`src/rtl/gray_pkg.sv`:
```
// Shared types and helpers for the Gray-code bus receiver.
// gray2bin works on a zero-extended word, so any width up to GRAY_MAX_W can use it.
package gray_pkg;

  localparam int DEFAULT_WIDTH       = 8;
  localparam int DEFAULT_SYNC_STAGES = 2;
  localparam int GRAY_MAX_W          = 64;

  typedef enum logic {RX_IDLE, RX_TRACK} rx_state_t;

  // Leading zeros decode to zeros, so callers zero-extend and truncate the result.
  function automatic logic [GRAY_MAX_W-1:0] gray2bin(input logic [GRAY_MAX_W-1:0] g);
    logic [GRAY_MAX_W-1:0] b;
    b[GRAY_MAX_W-1] = g[GRAY_MAX_W-1];
    for (int i = GRAY_MAX_W - 2; i >= 0; i--) begin
      b[i] = b[i+1] ^ g[i];
    end
    return b;
  endfunction

endpackage

```
`src/rtl/gray_sync_pipe.sv`:
```
// SYNC_STAGES-deep register chain carrying {bus_en, bus_data} side by side.
// Data is forced to zero when the enable is low, so a floating bus never propagates.
module gray_sync_pipe import gray_pkg::*; #(
  parameter int WIDTH       = DEFAULT_WIDTH,
  parameter int SYNC_STAGES = DEFAULT_SYNC_STAGES
) (
  input  logic             clk,
  input  logic             reset,
  input  logic [WIDTH-1:0] bus_data,
  input  logic             bus_en,
  output logic [WIDTH-1:0] sync_data,
  output logic             sync_en
);

  logic [WIDTH-1:0]       data_q [SYNC_STAGES];
  logic [SYNC_STAGES-1:0] en_q;

  always_ff @(posedge clk or posedge reset) begin
    if (reset) begin
      for (int i = 0; i < SYNC_STAGES; i++) begin
        data_q[i] <= '0;
      end
      en_q <= '0;
    end else begin
      data_q[0] <= bus_en ? bus_data : '0;
      en_q[0]   <= bus_en;
      for (int i = 1; i < SYNC_STAGES; i++) begin
        data_q[i] <= data_q[i-1];
        en_q[i]   <= en_q[i-1];
      end
    end
  end

  assign sync_data = data_q[SYNC_STAGES-1];
  assign sync_en   = en_q[SYNC_STAGES-1];

endmodule

```
`src/rtl/gray_bus_receiver.sv`:
```
// Gray-code bus receiver: sync, decode, lock onto the count and flag sequence breaks.
// Status outputs (locked, seq_error, counters) follow the sample on bin_data by one cycle.
module gray_bus_receiver import gray_pkg::*; #(
  parameter int WIDTH       = DEFAULT_WIDTH,
  parameter int SYNC_STAGES = DEFAULT_SYNC_STAGES,
  parameter int ERR_W       = 8,
  parameter int LOSS_LIMIT  = 3
) (
  input  logic             clk,
  input  logic             reset,
  input  logic [WIDTH-1:0] bus_data,
  input  logic             bus_en,
  input  logic             clear_errors,
  output logic [WIDTH-1:0] bin_data,
  output logic             data_valid,
  output logic             locked,
  output logic             seq_error,
  output logic             sticky_error,
  output logic [ERR_W-1:0] err_count
);

  localparam int MISS_W = (LOSS_LIMIT < 2) ? 1 : $clog2(LOSS_LIMIT + 1);

  function automatic logic [ERR_W-1:0] sat_inc(input logic [ERR_W-1:0] v);
    return (&v) ? v : v + ERR_W'(1);
  endfunction

  logic [WIDTH-1:0]  sync_data;
  logic              sync_en;
  logic [WIDTH-1:0]  gray_p0;
  logic              vld_p0;
  rx_state_t         state_q, state_d;
  logic [WIDTH-1:0]  expected_q, expected_d;
  logic [MISS_W-1:0] miss_q, miss_d;
  logic              mismatch;

  gray_sync_pipe #(
    .WIDTH       (WIDTH),
    .SYNC_STAGES (SYNC_STAGES)
  ) u_sync (
    .clk       (clk),
    .reset     (reset),
    .bus_data  (bus_data),
    .bus_en    (bus_en),
    .sync_data (sync_data),
    .sync_en   (sync_en)
  );

  // p0: capture the synchronised Gray word
  always_ff @(posedge clk or posedge reset) begin
    if (reset) begin
      gray_p0 <= '0;
      vld_p0  <= 1'b0;
    end else begin
      gray_p0 <= sync_data;
      vld_p0  <= sync_en;
    end
  end

  // p1: registered binary decode; holds the last value while invalid
  always_ff @(posedge clk or posedge reset) begin
    if (reset) begin
      bin_data   <= '0;
      data_valid <= 1'b0;
    end else begin
      data_valid <= vld_p0;
      if (vld_p0) begin
        bin_data <= WIDTH'(gray2bin(GRAY_MAX_W'(gray_p0)));
      end
    end
  end

  // p2: lock FSM and error bookkeeping on the p1 sample
  always_comb begin
    state_d    = state_q;
    expected_d = expected_q;
    miss_d     = miss_q;
    mismatch   = 1'b0;
    if (!data_valid) begin
      state_d = RX_IDLE;
      miss_d  = '0;
    end else begin
      expected_d = bin_data + WIDTH'(1);
      case (state_q)
        RX_IDLE: begin
          state_d = RX_TRACK;
          miss_d  = '0;
        end
        RX_TRACK: begin
          if (bin_data == expected_q) begin
            miss_d = '0;
          end else begin
            mismatch = 1'b1;
            if (miss_q == MISS_W'(LOSS_LIMIT - 1)) begin
              state_d = RX_IDLE;
              miss_d  = '0;
            end else begin
              miss_d = miss_q + MISS_W'(1);
            end
          end
        end
        default: state_d = RX_IDLE;
      endcase
    end
  end

  always_ff @(posedge clk or posedge reset) begin
    if (reset) begin
      state_q      <= RX_IDLE;
      expected_q   <= '0;
      miss_q       <= '0;
      seq_error    <= 1'b0;
      sticky_error <= 1'b0;
      err_count    <= '0;
    end else begin
      state_q    <= state_d;
      expected_q <= expected_d;
      miss_q     <= miss_d;
      seq_error  <= mismatch;
      // Clear takes priority over a coincident mismatch; the pulse itself still fires.
      if (clear_errors) begin
        sticky_error <= 1'b0;
        err_count    <= '0;
      end else if (mismatch) begin
        sticky_error <= 1'b1;
        err_count    <= sat_inc(err_count);
      end
    end
  end

  assign locked = (state_q == RX_TRACK);

endmodule

```
`config.mk`:
```
export PLATFORM = sky130hd
export DESIGN_NAME = gray_bus_receiver
export DESIGN_NICKNAME = d
export VERILOG_FILES = /design/src/rtl/gray_pkg.sv /design/src/rtl/gray_sync_pipe.sv /design/src/rtl/gray_bus_receiver.sv
export SDC_FILE = /design/constraint.sdc
export NUM_CORES = 1
export LEC_CHECK = 0
export BUFFER_PORTS_ARGS = -buffer_cell sky130_fd_sc_hd__buf_2
export CAP_MARGIN = 10
export CORE_AREA = 2 2 76 63
export CTS_CLUSTER_DIAMETER = 100
export DETAILED_ROUTE_END_ITERATION = 6
export DIE_AREA = 0 0 78 65
export GPL_ROUTABILITY_DRIVEN = 0
export PLACE_DENSITY = 0.77
export SYNTH_ARGS = -nofsm -noshare
export SYNTH_HDL_FRONTEND = slang
export SYNTH_SLANG_ARGS = --single-unit
```
`constraint.sdc`:
```
create_clock -name clk -period 1.8 [get_ports clk]
set_input_delay 0.18 -clock clk [delete_from_list [all_inputs] [get_ports clk]]
set_output_delay 0.18 -clock clk [all_outputs]
set_load 0.01 [all_outputs]
```
==> flow_summary.json <==
{
  "yosysWarnings": 0,
  "synth_edf_count": 0,
  "p_leak_nw": 1.32,
  "rows": 22,
  "ys_ff_latch": 57,
  "ioPinCount": 32,
  "rsz0062_at_grt": "true",
  "skew_ns": 0.00972,
  "drt_iter0_markers": 104,
  "fillers": 352,
  "wire_per_inst_um": 13.3,
  "nNetsFinal": 253,
  "fin_crit_ns": 1.79,
  "layout_common_cells": "dfrtp_1, buf_2, xnor2_1",
  "critical_path.cell_chain": "xnor2_1, nand4_2, o211ai_4, buf_4, or4_1, a21oi_2",
  "clock-sinks": 57,
  "setup_tns_ns": 0,
  "clk_latency_ns": 0.33,
  "cts_buffer_depth": 2,
  "mostFrequentLayoutCell": "dfrtp_1",
  "drv_cap": 0,
  "track_usage": 0.182,
  "ys_seq_area_frac": 0.614,
  "tightest_slew_ns": 0.429,
  "worst-path-buf-inv": 1,
  "synth.largest_area_cell": "dfrtp_1",
  "ys.flop_type": "dfrtp_1",
  "stdcell_count": 303,
  "dp_hpwl_um": 2790,
  "grt_max_degree": 41,
  "ys_async_sr_fraction": 1.00,
  "drive_gt1_frac": 0.317,
  "drt_wl_total_um": 4030,
  "postSynthCellCount": 187,
  "initial_utilization": 0.528,
  "cts_tree": "done",
  "grt_pass1_vias": 1488,
  "max_freq_ghz": 0.558,
  "antenna_found_initial": 0,
  "core-area_mm2": 0.00440,
  "finalHoldViolCount": 0,
  "dieHeight_um": 65,
  "area_growth_syn_to_layout_pct": 22.7,
  "slew_headroom": 0.714,
  "finalMaxSlewViolations": 0,
  "path_max_fanout": 11,
  "ir_drop_mv": 0.740,
  "critical-path-top-delay-family": "simple AND/OR/NAND/NOR gates",
  "route.vias.total": 1556,
  "grt_overflow": 0,
  "synth_area_mm2": 0.00232,
  "hp-class": "in2reg",
  "cp-end-kind": "flop",
  "cp_slowest_stage_delay_ns": 0.53,
  "port-buffer-count": 31,
  "worst_setup_path_start_kind": "flop",
  "path_clk_slew_ns": 0.06,
  "worstPathArrival_ns": 2.05,
  "dieArea_mm2": 0.00507,
  "cp.required_ns": 2.06,
  "dp.cells": 282,
  "viasPerCell": 5.14,
  "syn_nets": 201,
  "htreeDepth": 3,
  "antenna_cells": 0,
  "register_area_mm2": 0.00143,
  "crit_type": "reg2reg",
  "dr.pass1.iters": 4,
  "ys_top_cells_by_area": "dfrtp_1, xnor2_1, a21oi_1",
  "die_w_um": 78,
  "ant_nets": 0,
  "grt_first_pass_wirelength_um": 6820,
  "avgSynthCellArea_um2": 12.4,
  "slowest_stage": "or4_1",
  "final_core_util": 0.647,
  "drc": 0,
  "status": "completed",
  "setup_viol": 0,
  "fin_crit_sh": 0.995,
  "yosysTopAreaCellShare": 0.614,
  "cts_inserted_buffers": 9,
  "pwr_density_cell_mw_per_mm2": 1130,
  "multi_input_area_um2": 852,
  "cts_root_buf": "clkbuf_8",
  "synth_cell_types": 38
}
[cell type report]
cell class,instances,share of cell area
inverter,7,0.00921
sequential,57,0.501
tap,60,0.0263
timing repair buffer,47,0.102
multi-input combinational,117,0.299
clock inverter,4,0.0101
clock buffer,11,0.0531
[worst reg2reg max path, stage by stage (launching register included)]
cell,delay (ns)
dfrtp_1,0.42
xnor2_1,0.16
nand4_2,0.14
o211ai_4,0.16
buf_4,0.18
or4_1,0.53
a21oi_2,0.15
[metal layers]
metal	up-vias	global-route usage	share of wire
met5	-	0	0
met4	0	0.0702	0.0082
met3	4	0.0864	0.053
met2	48	0.293	0.49
met1	761	0.213	0.45
li1	743	-	-
[sequential cells by signal, indices dropped and copies added (netlist names)]
name and count:
bin_data 8, data_valid 1, err_count 8, expected_q 8, gray_p0 8, locked 1
miss_q 2, seq_error 1, sticky_error 1, u_sync.data_q 8, u_sync.en_q 2, u_sync.sync_data 8
vld_p0 1
[power breakdown]
group	total [W]	internal, W	switching (W)	leakage [nW]
registers	0.00153	0.00142	0.000108	0.717
clock network	0.00104	0.000565	0.000479	0.0874
logic	0.000640	0.000321	0.000319	0.512
total	0.00321	0.00231	0.000906	1.32
[cell families after synthesis]
family | synth area share
simple gates | 0.131
compound gates | 0.0754
buf+inv | 0.0221
flops | 0.614
mux | 0.0382
fa+ha+maj | 0.0108
xor+xnor | 0.109
[cells in the mapped netlist (2+ instances only)]
master and number:
a21oi_1 14, and2_1 9, and3_1 3, buf_1 2, buf_2 2, clkbuf_1 2
dfrtp_1 57, ha_1 2, inv_1 7, mux2_2 6, nand2_1 8, nand3_1 6
nand4_2 2, nor2_1 12, nor3_1 4, nor4_1 2, o21ai_0 3, o31ai_1 3
or3_1 2, or4_1 3, xnor2_1 17, xor2_1 5
[per-stage QoR]
stage	total power (W)	area [µm²]	setup slack [ns]	hold slack [ns]
floorplan	0.00197	2320	0.153	0.211
global placement	0.00216	2620	0.0971	0.175
detailed placement	0.00219	2620	0.0671	0.181
CTS	0.00324	2810	0.0522	0.0190
global route	0.00339	2850	-0.0634	0.0229
finish	0.00321	2850	0.00848	0.0369
[timing repair]
action | in CTS | in global routing
resized for setup | 0 | 3
hold endpoints to repair | 17 | 0
hold buffers | 1 | 0
endpoints found under the setup margin | 0 | 4
setup buffers | 0 | 5
[worst paths after layout]
check | startpoint | to | slack [ns] | cells after the start
setup / recovery | bin_data[4] | err_count[7] | 0.008 | 6
hold / removal | bus_en | u_sync.en_q[0] | 0.04 | 1
setup reg to reg | bin_data[4] | err_count[7] | 0.008 | 6
hold reg to reg | u_sync.sync_data[4] | gray_p0[4] | 0.34 | 0
max in group asynchronous | reset | bin_data[1] | 0.90 | 4
min in group asynchronous | reset | u_sync.data_q[15] | 0.37 | 3
Power figures use the tool's default switching activity.
